## src/rtl/mem_access_unit_if.sv

```systemverilog
// Data-memory bus between mem_access_unit (master) and the data memory (slave):
// a single outstanding req/ack transaction with byte enables.
interface mem_access_unit_if;
  logic        bus_req;
  logic        bus_we;
  logic [31:0] bus_addr;
  logic [31:0] bus_wdata;
  logic [3:0]  bus_be;
  logic        bus_ack;
  logic        bus_err;
  logic [31:0] bus_rdata;

  modport master (
    output bus_req, bus_we, bus_addr, bus_wdata, bus_be,
    input  bus_ack, bus_err, bus_rdata
  );

  modport slave (
    input  bus_req, bus_we, bus_addr, bus_wdata, bus_be,
    output bus_ack, bus_err, bus_rdata
  );
endinterface

```

## src/rtl/mem_access_unit.sv

```systemverilog
// MEM-stage load/store controller: one req/ack bus transaction per memory op, pipeline stall,
// load alignment/extension. Define MEM_ALIGN_CHECK_EN to trap misaligned half/word accesses.
module mem_access_unit (
  input  logic                     clk,
  input  logic                     reset_n,
  input  logic                     valid_in,
  input  logic                     mem_read_in,
  input  logic                     mem_write_in,
  input  logic [2:0]               funct3_in,
  input  logic [31:0]              addr_in,
  input  logic [31:0]              store_data_in,
  mem_access_unit_if.master        bus,
  output logic [31:0]              mem_data_out,
  output logic                     stall_out,
  output logic                     bus_fault_out,
  output logic                     misalign_fault_out
);

  typedef enum logic [1:0] {
    IDLE = 2'd0,
    BUSY = 2'd1,
    DONE = 2'd2
  } state_e;

  state_e      state_q;
  logic        bus_req_q;
  logic        bus_we_q;
  logic [31:0] bus_addr_q;
  logic [31:0] bus_wdata_q;
  logic [3:0]  bus_be_q;
  logic [31:0] mem_data_q;
  logic        bus_fault_q;
  logic [2:0]  funct3_q;
  logic [1:0]  lane_q;

  logic        size_byte;
  logic        size_half;
  logic        mem_op;
  logic        misaligned;
  logic        start;
  logic [1:0]  lane_d;
  logic [3:0]  be_d;
  logic [31:0] wdata_d;

  function automatic logic [31:0] fmt_load(input logic [31:0] d, input logic [2:0] f3,
                                           input logic [1:0] a);
    logic [7:0]  b;
    logic [15:0] h;
    logic [31:0] r;
    case (a)
      2'd0:    b = d[7:0];
      2'd1:    b = d[15:8];
      2'd2:    b = d[23:16];
      default: b = d[31:24];
    endcase
    h = a[1] ? d[31:16] : d[15:0];
    case (f3)
      3'b000:  r = {{24{b[7]}}, b};
      3'b100:  r = {24'd0, b};
      3'b001:  r = {{16{h[15]}}, h};
      3'b101:  r = {16'd0, h};
      default: r = d;
    endcase
    return r;
  endfunction

  always_comb begin
    size_byte = (funct3_in[1:0] == 2'b00);
    size_half = (funct3_in[1:0] == 2'b01);
    mem_op    = valid_in && (mem_read_in || mem_write_in);

    // Address bits below the access size never select a lane.
    lane_d = 2'b00;
    if (size_byte)      lane_d = addr_in[1:0];
    else if (size_half) lane_d = {addr_in[1], 1'b0};

    be_d    = 4'b1111;
    wdata_d = store_data_in;
    if (size_byte) begin
      be_d    = 4'b0001 << lane_d;
      wdata_d = {4{store_data_in[7:0]}};
    end else if (size_half) begin
      be_d    = lane_d[1] ? 4'b1100 : 4'b0011;
      wdata_d = {2{store_data_in[15:0]}};
    end
  end

`ifdef MEM_ALIGN_CHECK_EN
  logic mis_seen_q;
  logic misalign_q;
  logic mis_event;

  assign misaligned = (size_half && addr_in[0]) ||
                      (!size_byte && !size_half && (addr_in[1:0] != 2'b00));
  assign mis_event  = mem_op && misaligned && (state_q == IDLE) && !mis_seen_q;

  // The flag holds while EX/MEM keeps presenting the faulting op, so a held
  // instruction reports once; it drops as soon as something else is presented.
  always_ff @(posedge clk or negedge reset_n) begin
    if (!reset_n) begin
      mis_seen_q <= 1'b0;
      misalign_q <= 1'b0;
    end else begin
      misalign_q <= mis_event;
      if (mis_event)                  mis_seen_q <= 1'b1;
      else if (!(mem_op && misaligned)) mis_seen_q <= 1'b0;
    end
  end

  assign misalign_fault_out = misalign_q;
`else
  assign misaligned         = 1'b0;
  assign misalign_fault_out = 1'b0;
`endif

  assign start     = mem_op && (state_q == IDLE) && !misaligned;
  assign stall_out = start || (state_q == BUSY);

  always_ff @(posedge clk or negedge reset_n) begin
    if (!reset_n) begin
      state_q     <= IDLE;
      bus_req_q   <= 1'b0;
      bus_we_q    <= 1'b0;
      bus_addr_q  <= '0;
      bus_wdata_q <= '0;
      bus_be_q    <= '0;
      mem_data_q  <= '0;
      bus_fault_q <= 1'b0;
      funct3_q    <= '0;
      lane_q      <= '0;
    end else begin
      bus_fault_q <= 1'b0;
      case (state_q)
        IDLE: begin
          if (start) begin
            state_q     <= BUSY;
            bus_req_q   <= 1'b1;
            bus_we_q    <= mem_write_in;
            bus_addr_q  <= {addr_in[31:2], 2'b00};
            bus_be_q    <= be_d;
            bus_wdata_q <= wdata_d;
            funct3_q    <= funct3_in;
            lane_q      <= lane_d;
          end
        end
        BUSY: begin
          if (bus.bus_ack) begin
            state_q     <= DONE;
            bus_req_q   <= 1'b0;
            bus_fault_q <= bus.bus_err;
            if (!bus_we_q)
              mem_data_q <= bus.bus_err ? '0 : fmt_load(bus.bus_rdata, funct3_q, lane_q);
          end
        end
        DONE:    state_q <= IDLE;
        default: state_q <= IDLE;
      endcase
    end
  end

  assign bus.bus_req   = bus_req_q;
  assign bus.bus_we    = bus_we_q;
  assign bus.bus_addr  = bus_addr_q;
  assign bus.bus_wdata = bus_wdata_q;
  assign bus.bus_be    = bus_be_q;
  assign mem_data_out  = mem_data_q;
  assign bus_fault_out = bus_fault_q;

endmodule

```

## src/flat_wrapper.sv

```systemverilog
// flat-port wrapper written by rule: the top's interface ports become plain ports
module mem_access_unit_flat 
  (clk, reset_n, valid_in, mem_read_in, mem_write_in, funct3_in, addr_in, store_data_in, mem_data_out, stall_out, bus_fault_out, misalign_fault_out, bus_bus_req, bus_bus_we, bus_bus_addr, bus_bus_wdata, bus_bus_be, bus_bus_ack, bus_bus_err, bus_bus_rdata);
  mem_access_unit_if bus_i ();
  input  logic clk;
  input  logic reset_n;
  input  logic valid_in;
  input  logic mem_read_in;
  input  logic mem_write_in;
  input  logic [2:0] funct3_in;
  input  logic [31:0] addr_in;
  input  logic [31:0] store_data_in;
  output logic [31:0] mem_data_out;
  output logic stall_out;
  output logic bus_fault_out;
  output logic misalign_fault_out;
  output wire logic [$bits(bus_i.bus_req)-1:0] bus_bus_req;
  output wire logic [$bits(bus_i.bus_we)-1:0] bus_bus_we;
  output wire logic [$bits(bus_i.bus_addr)-1:0] bus_bus_addr;
  output wire logic [$bits(bus_i.bus_wdata)-1:0] bus_bus_wdata;
  output wire logic [$bits(bus_i.bus_be)-1:0] bus_bus_be;
  input wire logic [$bits(bus_i.bus_ack)-1:0] bus_bus_ack;
  input wire logic [$bits(bus_i.bus_err)-1:0] bus_bus_err;
  input wire logic [$bits(bus_i.bus_rdata)-1:0] bus_bus_rdata;
  assign bus_bus_req = bus_i.bus_req;
  assign bus_bus_we = bus_i.bus_we;
  assign bus_bus_addr = bus_i.bus_addr;
  assign bus_bus_wdata = bus_i.bus_wdata;
  assign bus_bus_be = bus_i.bus_be;
  assign bus_i.bus_ack = bus_bus_ack;
  assign bus_i.bus_err = bus_bus_err;
  assign bus_i.bus_rdata = bus_bus_rdata;
  mem_access_unit u_core (.clk(clk), .reset_n(reset_n), .valid_in(valid_in), .mem_read_in(mem_read_in), .mem_write_in(mem_write_in), .funct3_in(funct3_in), .addr_in(addr_in), .store_data_in(store_data_in), .bus(bus_i), .mem_data_out(mem_data_out), .stall_out(stall_out), .bus_fault_out(bus_fault_out), .misalign_fault_out(misalign_fault_out));
endmodule
```

## config.mk

```make
export PLATFORM = sky130hd
export DESIGN_NAME = mem_access_unit_flat
export DESIGN_NICKNAME = d
export VERILOG_FILES = /design/src/rtl/mem_access_unit_if.sv /design/src/rtl/mem_access_unit.sv /design/src/flat_wrapper.sv
export SDC_FILE = /design/constraint.sdc
export NUM_CORES = 1
export LEC_CHECK = 0
export ABC_AREA = 1
export CORE_MARGIN = 3
export CORE_UTILIZATION = 44
export CTS_BUF_LIST = sky130_fd_sc_hd__clkbuf_8
export DETAILED_ROUTE_END_ITERATION = 12
export MAX_ROUTING_LAYER = met4
export PLACE_DENSITY = 0.85
export SLEW_MARGIN = 20
export SYNTH_ARGS = -nofsm -noshare
export SYNTH_HDL_FRONTEND = slang
export SYNTH_SLANG_ARGS = --single-unit
```

## constraint.sdc

```tcl
create_clock -name clk -period 1.4 [get_ports clk]
set_input_delay 0.28 -clock clk [delete_from_list [all_inputs] [get_ports clk]]
set_output_delay 0.28 -clock clk [all_outputs]
set_load 0.05 [all_outputs]
```

==> run metrics, run 1 <==
initial drt markers=522; Cell variety after synth=25; clk sinks=about 110; Slew Limit Fails=0; Area Growth Syn to Fin=79.5%; Final setup viols=55; Avg Synthesized Cell Area=7.56 um^2; crit end category=output pin; CTS Buf Count=9; row count=38; mapped cell area=~5100 um^2; PwrDens=2250 nW/um^2; IO Port Bufs=207; Final GP Congestion=around 0.94; largest net degree at the start of global routing=36; worst path required time=1.12 ns; Hold Crit Class=primary input to async pin; final period utilization=1.17; Arr. time, crit path=approximately 1.4 ns; delay-heaviest family, CP=flip-flops; clk slew on worst S/H paths=~0.11 ns; DRT antenna net count=0; worst path bufs/invs=2; Worst setup SP type=register; Crit path depth=5; synth top area cells=dfrtp_1, nand2_1, nor2_1; vias in the first global route=slightly below 6,000; Total GRT Usage=0.301; CP Cell Sequence=nor2_2, nand3_2, buf_12, nand2_4, buf_12; vias per cell=5.40; initial core utilization=0.459; Reg area=2710 um^2; Achievable Freq=slightly above 600 MHz; n_diodes=0; IO Count=211; Synth Register Bits=108; CORE AREA=11,100 um^2; Die X-Extent=between 100 and 150 um; P_leak=4.57 nW; failing checks=setup timing; Peak VDD IR=0.00197 V; total gr overflow=0; DR pass1 iterations=6; HPWL Detailed=around 14,000 um; placed cells=1,025; average wire per cell in the routed design=18.9 um; run status=complete, but fails checks; fillers=566; area occupied by multi-input gates=~2200 um^2; Setup WS post-layout=-0.231 ns; CTS tree=yes; Max-cap violations=0; die height=114 um; Yosys warnings=0; die area=between 10,000 and 15,000 um^2; number of H-tree levels=3; most frequent CP cell=buf_12; reg2reg path depth=7; Max stage delay cell, worst path=dfrtp_1; first-pass GRT wire length=a little under 30,000 um; maximum fanout along the worst path=2; Clock Latency Late Sink=0.36 ns; Seq/Total Area, Yosys=0.531; Synth area leader=dfrtp_1; CTS Buffer Depth=2; layout cells sized above 1=0.225; top-area cell type share of the netlist area=0.531; initial antenna violation count=0; Final min period=1.63 ns; DRC viols=0; Via Count=approximately 5,700; crit path kind=register to output pin; fin nets=1,016; Worst Clk Skew=about 0.0091 ns; final wirelength=20,000 um; final count of hold timing violations=0; Clock Root Buffer=clkbuf_8; RSZ-0062 raised after global routing=true; Non-Filler Instances=around 1,100; Cells after Synth=673; Overall Power=20.5 mW; slowest stage delay, CP=between 0.4 and 0.5 ns
==> report_power, final <==
| part | internal (mW) | switching [mW] |
|---|---|---|
| Clock | 0.894 | 1.14 |
| Combinational | 5.88 | 6.92 |
| Sequential | 4.30 | 1.39 |
| Total | 11.1 | 9.45 |
==> metal layers <==
metal / track usage / vias to the layer above / routed length (um)
met5: - / - / 0
met4: 0.134 / 0 / 1130
met3: 0.0923 / 101 / 1990
met2: 0.497 / 350 / 9940
met1: 0.336 / 2698 / 6890
li1: - / 2548 / -
==> state kept, by name, indices dropped and copies added (netlist names) <==
name,cells
u_core.bus.bus_wdata,32
u_core.mem_data_out,32
u_core.bus.bus_addr,30
u_core.bus.bus_be,4
u_core.funct3_q,3
u_core.lane_q,2
u_core.state_q,2
u_core.bus.bus_req,1
u_core.bus.bus_we,1
u_core.bus_fault_out,1
==> cell usage in the layout (no fill, tap or decap), types with 2 or more instances in the layout <==
cell	n
clkbuf_16	4
nor2_1	60
clkdlybuf4s50_1	104
buf_12	114
nand2_2	3
inv_1	23
clkbuf_8	10
nand3_4	2
conb_1	3
inv_2	5
o21ai_0	25
clkinvlp_4	2
nand2_4	4
a21oi_1	5
o21ai_1	15
dfrtp_1	105
dfrtp_2	3
nand3_2	9
nor2_2	5
buf_4	28
o21a_1	8
nand3_1	27
nand2_1	331
clkinv_4	3
buf_6	4
==> cell usage after synthesis <==
master,n
buf_4,9
nand2_4,2
o21ai_1,9
clkinv_2,1
inv_2,5
o21a_1,8
buf_6,2
o21ai_0,32
clkinv_1,1
nor2_1,62
nand3_2,2
nor2_2,3
inv_1,25
nand3_1,35
o21ai_2,1
nand2_2,5
nand3_4,1
nor3_1,2
buf_2,7
conb_1,1
dfrtp_1,108
nand2_1,332
nor2_4,1
a21oi_1,5
clkbuf_1,14
==> kinds of logic (layout without fill, tap and decap cells) <==
family          after synthesis  count (layout)  share of synthesized area
compound gates               55              55                     0.0587
buf+inv                      64             304                     0.0587
flops                       108             108                      0.531
other cells                   1               3                   0.000737
simple gates                445             445                      0.351
==> final timing paths <==
| check | from | end | slack (ns) |
|---|---|---|---|
| worst max register to register | u_core.state_q[0]$_DFFE_PN0P_ | u_core.bus.bus_wdata[2]$_DFFE_PN0P_ | -0.17 |
| worst min-delay path | reset_n | u_core.bus_fault_out$_DFF_PN0_ | 0.39 |
| max in group asynchronous | reset_n | u_core.bus.bus_addr[6]$_DFFE_PN0P_ | 0.46 |
| worst max-delay path | u_core.state_q[0]$_DFFE_PN0P_ | stall_out | -0.23 |
| min in group clk | addr_in[30] | u_core.bus.bus_addr[30]$_DFFE_PN0P_ | 0.43 |
| worst min register to register | u_core.mem_data_out[10]$_DFFE_PN0P_ | u_core.mem_data_out[10]$_DFFE_PN0P_ | 0.55 |
==> final cells by class <==
| class | count | share of cell area |
|---|---|---|
| clock inverters | 6 | 0.00794 |
| well taps | 140 | 0.0192 |
| clock buffers | 10 | 0.0151 |
| inverters | 32 | 0.0145 |
| multi-input cells | 503 | 0.240 |
| repair buffers | 256 | 0.407 |
| flip-flops and latches | 108 | 0.296 |
==> repair_timing <==
item                                    4_1_cts  5_1_grt
gates resized for setup                      10       28
pin swaps                                     2        9
buffers inserted                              3        4
endpoints found under the setup margin        7       92
hold buffers                                  1        0
endpoints found under the hold margin        26        0
cloned                                        1        5
==> stage by stage <==
step / instance area, um^2 / setup WS [ns] / hold slack [ns] / TNS [ns] / util
floorplan: 5100 / 0.0403 / -0.0156 / 0 / -
global placement: 8590 / -0.246 / 0.249 / -14.72 / 0.775
detailed placement: 8590 / -0.334 / 0.246 / -21.18 / 0.775
CTS: 8880 / -0.234 / 0.394 / -1.63 / 0.802
global route: 9140 / -0.272 / 0.410 / -5.76 / 0.825
finish: 9140 / -0.231 / 0.387 / -3.10 / 0.825
Note: power is estimated with default switching activity, not from simulation.
==> run 2, diff against run 1 <==
CAP_MARGIN = 5   (was default)
CORE_MARGIN = 5   (was 3)
GPL_ROUTABILITY_DRIVEN = 1   (was default)
==> run metrics, run 2 (synthesis results as in run 1) <==
Max stage delay cell, worst path=dfrtp_1; die height=118 um (+3.5%); Slew Limit Fails=0 (unchanged); clk sinks=108 (unchanged); final wirelength=20,200 um (+1.3%); initial core utilization=0.448 (-0.0118); row count=39 (+2.6%); first-pass GRT wire length=29,600 um (+0.38%); Hold Crit Class=primary input to register; fillers=585 (+3.4%); failing checks=setup timing; Die X-Extent=118 um (+3.5%); fin nets=1,013 (-0.30%); Final setup viols=19 (-65%); most common cell after layout, fill and taps aside=nand2_1; CTS tree=yes; CTS Buf Count=9 (unchanged); Area Growth Syn to Fin=79.8%; HPWL Detailed=14,300 um (+1.8%); IO Count=211 (unchanged); largest net degree at the start of global routing=72 (+100%); run status=complete, but fails checks; Min-Delay Endpoint=u_core.bus.bus_addr[24]$_DFFE_PN0P_; DRT antenna net count=0 (unchanged); Worst R2R Start=u_core.lane_q[1]$_DFFE_PN0P_; Final min period=1.55 ns (-0.0773 ns); Arr. time, crit path=1.27 ns (-0.08 ns); reg2reg path depth=8 (+1); area occupied by multi-input gates=2260 um^2 (+3.0%); initial drt markers=692 (+33%); die area=13,800 um^2 (+7.2%); Total GRT Usage=0.277 (-0.0235); worst path bufs/invs=1 (-1); Logic pwr share=0.616 (-0.008); layout cells sized above 1=0.239 (+0.0139); CTS Buffer Depth=2 (unchanged); CP Cell Sequence=nor2_2, nand3_2, nand2_2, buf_12; Clock Power Share=0.114 (+0.015); number of H-tree levels=3 (unchanged); Via Count=5,608 (-1.6%); average wire per cell in the routed design=19.1 um (+1.2%); Worst setup SP type=register; total gr overflow=0 (unchanged); final core occ=0.805 (-0.0198); instance area after placement=8580 um^2 (-0.16%); RSZ-0062 raised after global routing=true; Worst Hold Depth=3; Final GP Congestion=0.932 (-1.2%); Peak VDD IR=0.00173 V (-12%); worst reg2reg setup slack=-0.08 ns (+0.09 ns); hold_sp=addr_in[24]; Net Sw Frac=0.455 (-0.00568); P_int=11.5 mW (+3.4%); switching power of the nets=9.55 mW (+1.1%); commonest non-fill, non-tap cells in the layout=nand2_1, buf_12, dfrtp_1, clkdlybuf4s50_1, nor2_1; IO Port Bufs=207 (unchanged); Reg area=2710 um^2 (about the same); Clock Latency Late Sink=0.40 ns (+0.04 ns); Achievable Freq=644 MHz (+5.0%); vias per cell=5.31 (-1.7%); clk slew on worst S/H paths=0.10 ns (about the same); worst path required time=1.12 ns (about the same); Max-cap violations=0 (unchanged); delay-heaviest family, CP=flip-flops; DP Worst Slack=-0.322 ns (+0.0114 ns); final count of hold timing violations=0 (unchanged); Setup WS post-layout=-0.154 ns (+0.0773 ns); Worst Clk Skew=0.0133 ns (+0.00416 ns); slowest stage delay, CP=0.40 ns (about the same); maximum fanout along the worst path=2 (unchanged); P_leak=4.57 nW (+0.17%); PwrDens=2300 nW/um^2 (+2.2%); vias in the first global route=5,670 (-1.7%); reg2reg end=u_core.mem_data_out[13]$_DFFE_PN0P_; CORE AREA=11,400 um^2 (+2.6%); crit path kind=register to output pin; initial antenna violation count=1 (+1); Seq pwr share=0.271 (-0.006); DRC viols=0 (unchanged); DR pass1 iterations=6 (unchanged); crit end category=output pin; Clock Root Buffer=clkbuf_8; fin area=9150 um^2 (+0.16%); final period utilization=1.11 (-0.0552)
[run 2: worst max path at each step]
stage,from,to,slack (ns),cells past startpoint
floorplan,u_core.state_q[1]$_DFFE_PN0P_,stall_out,0.04,4
global placement,funct3_in[1],u_core.bus.bus_wdata[31]$_DFFE_PN0P_,-0.25,7
detailed placement,mem_write_in,u_core.bus.bus_wdata[13]$_DFFE_PN0P_,-0.32,8
CTS,u_core.state_q[1]$_DFFE_PN0P_,stall_out,-0.14,4
global route,u_core.state_q[1]$_DFFE_PN0P_,stall_out,-0.20,4
finish,u_core.state_q[1]$_DFFE_PN0P_,stall_out,-0.15,4
[run 2: cell type report]
type | instances | area share
diodes | 1 | 0.000273
clock buffers | 11 | 0.0165
clock inverters | 5 | 0.0108
inverters | 32 | 0.0153
multi-input cells | 504 | 0.247
flip-flops and latches | 108 | 0.296
well taps | 143 | 0.0196
repair buffers | 252 | 0.395
[run 2: metrics by stage]
| stage | hold WS (ns) | std cells | power [mW] | TNS (ns) |
|---|---|---|---|---|
| after floorplan | -0.0156 | 675 | 11.2 | 0 |
| after global placement | 0.330 | 1029 | 17.8 | -14.71 |
| after detailed placement | 0.326 | 1029 | 18.1 | -23.88 |
| after CTS | 0.407 | 1048 | 20.5 | -0.140 |
| after global routing | 0.414 | 1056 | 21.8 | -3.17 |
| final | 0.409 | 1056 | 21.0 | -0.451 |
[run 2: routing by layer]
layer	global-route usage	routed length (um)
met1	0.301	7100
met2	0.463	10100
met3	0.0951	2170
met4	0.120	814
met5	-	0
[run 2: power groups by stage]
stage / Sequential, mW / Combinational [mW] / Clock, mW
detailed placement: 5.72 / 12.4 / 0
finish: 5.68 / 12.9 / 2.39
CTS: 5.68 / 12.5 / 2.39
global placement: 5.65 / 12.2 / 0
global route: 5.83 / 13.5 / 2.51
floorplan: 8.95 / 2.20 / 0
[run 2: timing repair]
action / CTS / global route
buffers inserted: 1 / 4
hold buffers: 1 / 0
hold endpoints to repair: 108 / 0
pin swaps: 1 / 10
endpoints found under the setup margin: 10 / 84
gates cloned: 1 / 3
gates resized for setup: 5 / 57
[run 2: worst min-delay path, cell delays in order]
cell	delay, ns
clkdlybuf4s50_1	0.39
nand2_1	0.06
nand2_1	0.04
==> run 3, diff against run 2 <==
--- a/config.mk
+++ b/config.mk
@@ -7,3 +7,2 @@
 export LEC_CHECK = 0
-export ABC_AREA = 1
 export CAP_MARGIN = 5
@@ -14,4 +13,5 @@
 export GPL_ROUTABILITY_DRIVEN = 1
+export GPL_TIMING_DRIVEN = 0
 export MAX_ROUTING_LAYER = met4
-export PLACE_DENSITY = 0.85
+export PLACE_DENSITY = 0.86
 export SLEW_MARGIN = 20
==> constraint.sdc (replaced) <==
create_clock -name clk -period 1.4 [get_ports clk]
set_input_delay 0.35 -clock clk [delete_from_list [all_inputs] [get_ports clk]]
set_output_delay 0.35 -clock clk [all_outputs]
set_load 0.05 [all_outputs]
==> run metrics, run 3 <==
Area Growth Syn to Fin=60.1%; CTS tree=yes; CTS Buffer Depth=2 (unchanged); Worst Hold Depth=2 (-1); Worst Clk Skew=0.00868 ns (-0.00461 ns); DRT antenna net count=0 (unchanged); Final GP Congestion=0.888 (-4.6%); routed wl met2=8360 um (-17%); DR pass1 iterations=4 (-2); Setup WS post-layout=-0.283 ns (-0.129 ns); Cells after Synth=427 (-37%); maximum fanout along the worst path=7 (+5); Post-synth top cells=dfrtp_1, nand2_1, mux2_2, o21ai_0, mux2i_1; clk sinks=108 (unchanged); Achievable Freq=594 MHz (-7.7%); failing checks=setup timing; DRC viols=0 (unchanged); die height=116 um (-1.5%); Hold Crit Class=primary input to register; initial antenna violation count=0 (-1); IO Count=211 (unchanged); CTS Buf Count=9 (unchanged); worst slew pin tran=0.711 ns; CP Cell Sequence=mux4_2, a21oi_4, nand2_1, a32o_1; most frequent cell after synthesis=dfrtp_1; initial core utilization=0.453 (+0.00510); delay-heaviest family, CP=multiplexers; worst path bufs/invs=0 (-1); final count of hold timing violations=0 (unchanged); final wirelength=16,800 um (-17%); Top Layer Used=met4; routed wl met3=1690 um (-22%); synth top area cells=dfrtp_1, mux2_2, mux2i_1; Seq/Total Area, Yosys=0.548 (+0.0172); Max-cap violations=0 (unchanged); P_leak=3.72 nW (-19%); Cell variety after synth=31 (+24%); crit path kind=register to register; placed cells=776 (-25%); worst path required time=1.65 ns (+0.53 ns); Overall Power=20.0 mW (-4.6%); ys flop type=dfrtp_1; number of H-tree levels=3 (unchanged); mapped cell area=4930 um^2 (-3.1%); Max stage delay cell, worst path=mux4_2; layout cells sized above 1=0.427 (+0.188); slowest stage delay, CP=0.55 ns (+0.15 ns); Worst Setup SP=u_core.lane_q[1]$_DFFE_PN0P_; worst reg2reg setup slack=-0.28 ns (-0.20 ns); row count=38 (-2.6%); average wire per cell in the routed design=20.5 um (+7.0%); Final setup viols=100 (+81); IO Port Bufs=206 (-0.48%); hold_sp=bus_bus_rdata[23]; die area=13,400 um^2 (-2.9%); Via Count=4,445 (-21%); asr flop ratio synth=1.00 (unchanged); Min-Delay Endpoint=u_core.mem_data_out[23]$_DFFE_PN0P_; top-area cell type share of the netlist area=0.548 (+0.0172); Synth area leader=dfrtp_1; total gr overflow=0 (unchanged); CORE AREA=10,900 um^2 (-4.2%); WL met1=6300 um (-11%); first-pass GRT wire length=24,400 um (-18%); Non-Filler Instances=819 (-22%); initial drt markers=321 (-54%); Synth Register Bits=108 (unchanged); Max transition margin=0.526; run status=complete, but fails checks; RSZ-0062 raised after global routing=true; commonest non-fill, non-tap cells in the layout=dfrtp_1, clkdlybuf4s50_1, buf_2, mux2_2, mux2i_1; PwrDens=2540 nW/um^2 (+11%); n_diodes=0 (-1); Worst R2R Start=u_core.lane_q[1]$_DFFE_PN0P_; fin nets=781 (-23%); Peak VDD IR=0.00154 V (-11%); HPWL Detailed=11,700 um (-18%); Slew Limit Fails=0 (unchanged); Post-synth EDFFs=0 (unchanged); Clock Root Buffer=clkbuf_8; most common cell after layout, fill and taps aside=dfrtp_1; Arr. time, crit path=1.94 ns (+0.67 ns); reg2reg end=u_core.mem_data_out[11]$_DFFE_PN0P_; Total GRT Usage=0.242 (-0.0357); clk slew on worst S/H paths=0.10 ns (about the same); reg2reg path depth=4 (-4); vias per cell=5.43 (+2.2%); Clock Latency Late Sink=0.36 ns (-0.04 ns); crit end category=register; Final min period=1.68 ns (+0.129 ns); vias in the first global route=4,765 (-16%); Avg Synthesized Cell Area=11.5 um^2 (+53%); largest net degree at the start of global routing=56 (-22%); final period utilization=1.20 (+0.0923); Die X-Extent=116 um (-1.5%); Worst setup SP type=register; Yosys warnings=0 (unchanged)
## run 3: cell types whose count changed in the layout (fill, tap and decap cells not counted), moves of 17 or more
cell and delta:
nand2_1 -282, buf_12 -108, buf_2 +65, nor2_1 -40
mux2_2 +38, nand3_1 -34, mux2i_1 +30, clkbuf_4 +23
inv_1 -19, a221o_1 +17
## run 3: worst max-delay path by stage
stage / endpoint / slack [ns] / cells past startpoint
2_1_floorplan: u_core.mem_data_out[21]$_DFFE_PN0P_ / -0.26 / 6
4_1_cts: u_core.mem_data_out[11]$_DFFE_PN0P_ / -0.30 / 5
6_report: u_core.mem_data_out[11]$_DFFE_PN0P_ / -0.28 / 4
3_3_place_gp: u_core.bus.bus_we$_DFFE_PN0P_ / -4.40 / 1
5_1_grt: u_core.mem_data_out[29]$_DFFE_PN0P_ / -0.35 / 6
3_5_place_dp: stall_out / -0.93 / 4
## run 3: per-layer routing
layer | vias up | global-route usage
met2 | 222 | 0.408
met4 | 0 | 0.0557
met5 | - | -
met3 | 34 | 0.0710
met1 | 2200 | 0.287
li1 | 1989 | -
## run 3: kinds of logic after synthesis
family | Yosys count | synth area share
other | 1 | 0.000761
and+or+nand+nor | 105 | 0.102
AOI/OAI and AO/OA | 90 | 0.119
DFF | 108 | 0.548
muxes | 84 | 0.188
buffers and inverters | 39 | 0.0416
## run 3: stage by stage
step	util	area [um^2]	worst slack [ns]	setup TNS, ns	hold slack [ns]
final	0.725	7890	-0.283	-17.65	0.391
after global routing	0.725	7890	-0.355	-22.77	0.397
after CTS	0.683	7440	-0.302	-15.83	0.421
after detailed placement	0.668	7270	-0.929	-75.90	0.343
after global placement	0.665	7240	-4.40	-508.05	0.463
after floorplan	-	5000	-0.265	-8.20	0.0544
## run 3: report_power, final
| part | internal, mW | switching, mW |
|---|---|---|
| combinational | 4.27 | 8.04 |
| sequential | 4.60 | 1.07 |
| clock | 1.04 | 1.01 |
| total | 9.91 | 10.1 |
## run 3: timing repair
action,4_1_cts,5_1_grt
endpoints found under the setup margin,207,135
pin swaps,37,27
gates resized for setup,598,128
buffers inserted,17,7
hold endpoints to repair,54,0
hold buffers,1,0
gates cloned,6,3
## run 3: area by class of cell
type                    count  area, um^2
repair buffers            240        2140
plain buffers              29         308
multi-input cells         282        2330
clock buffers              10         138
fillers                   771        2990
flip-flops and latches    108        2710
clock inverters             5        77.6
inverters                   5        18.8
well taps                 140         175
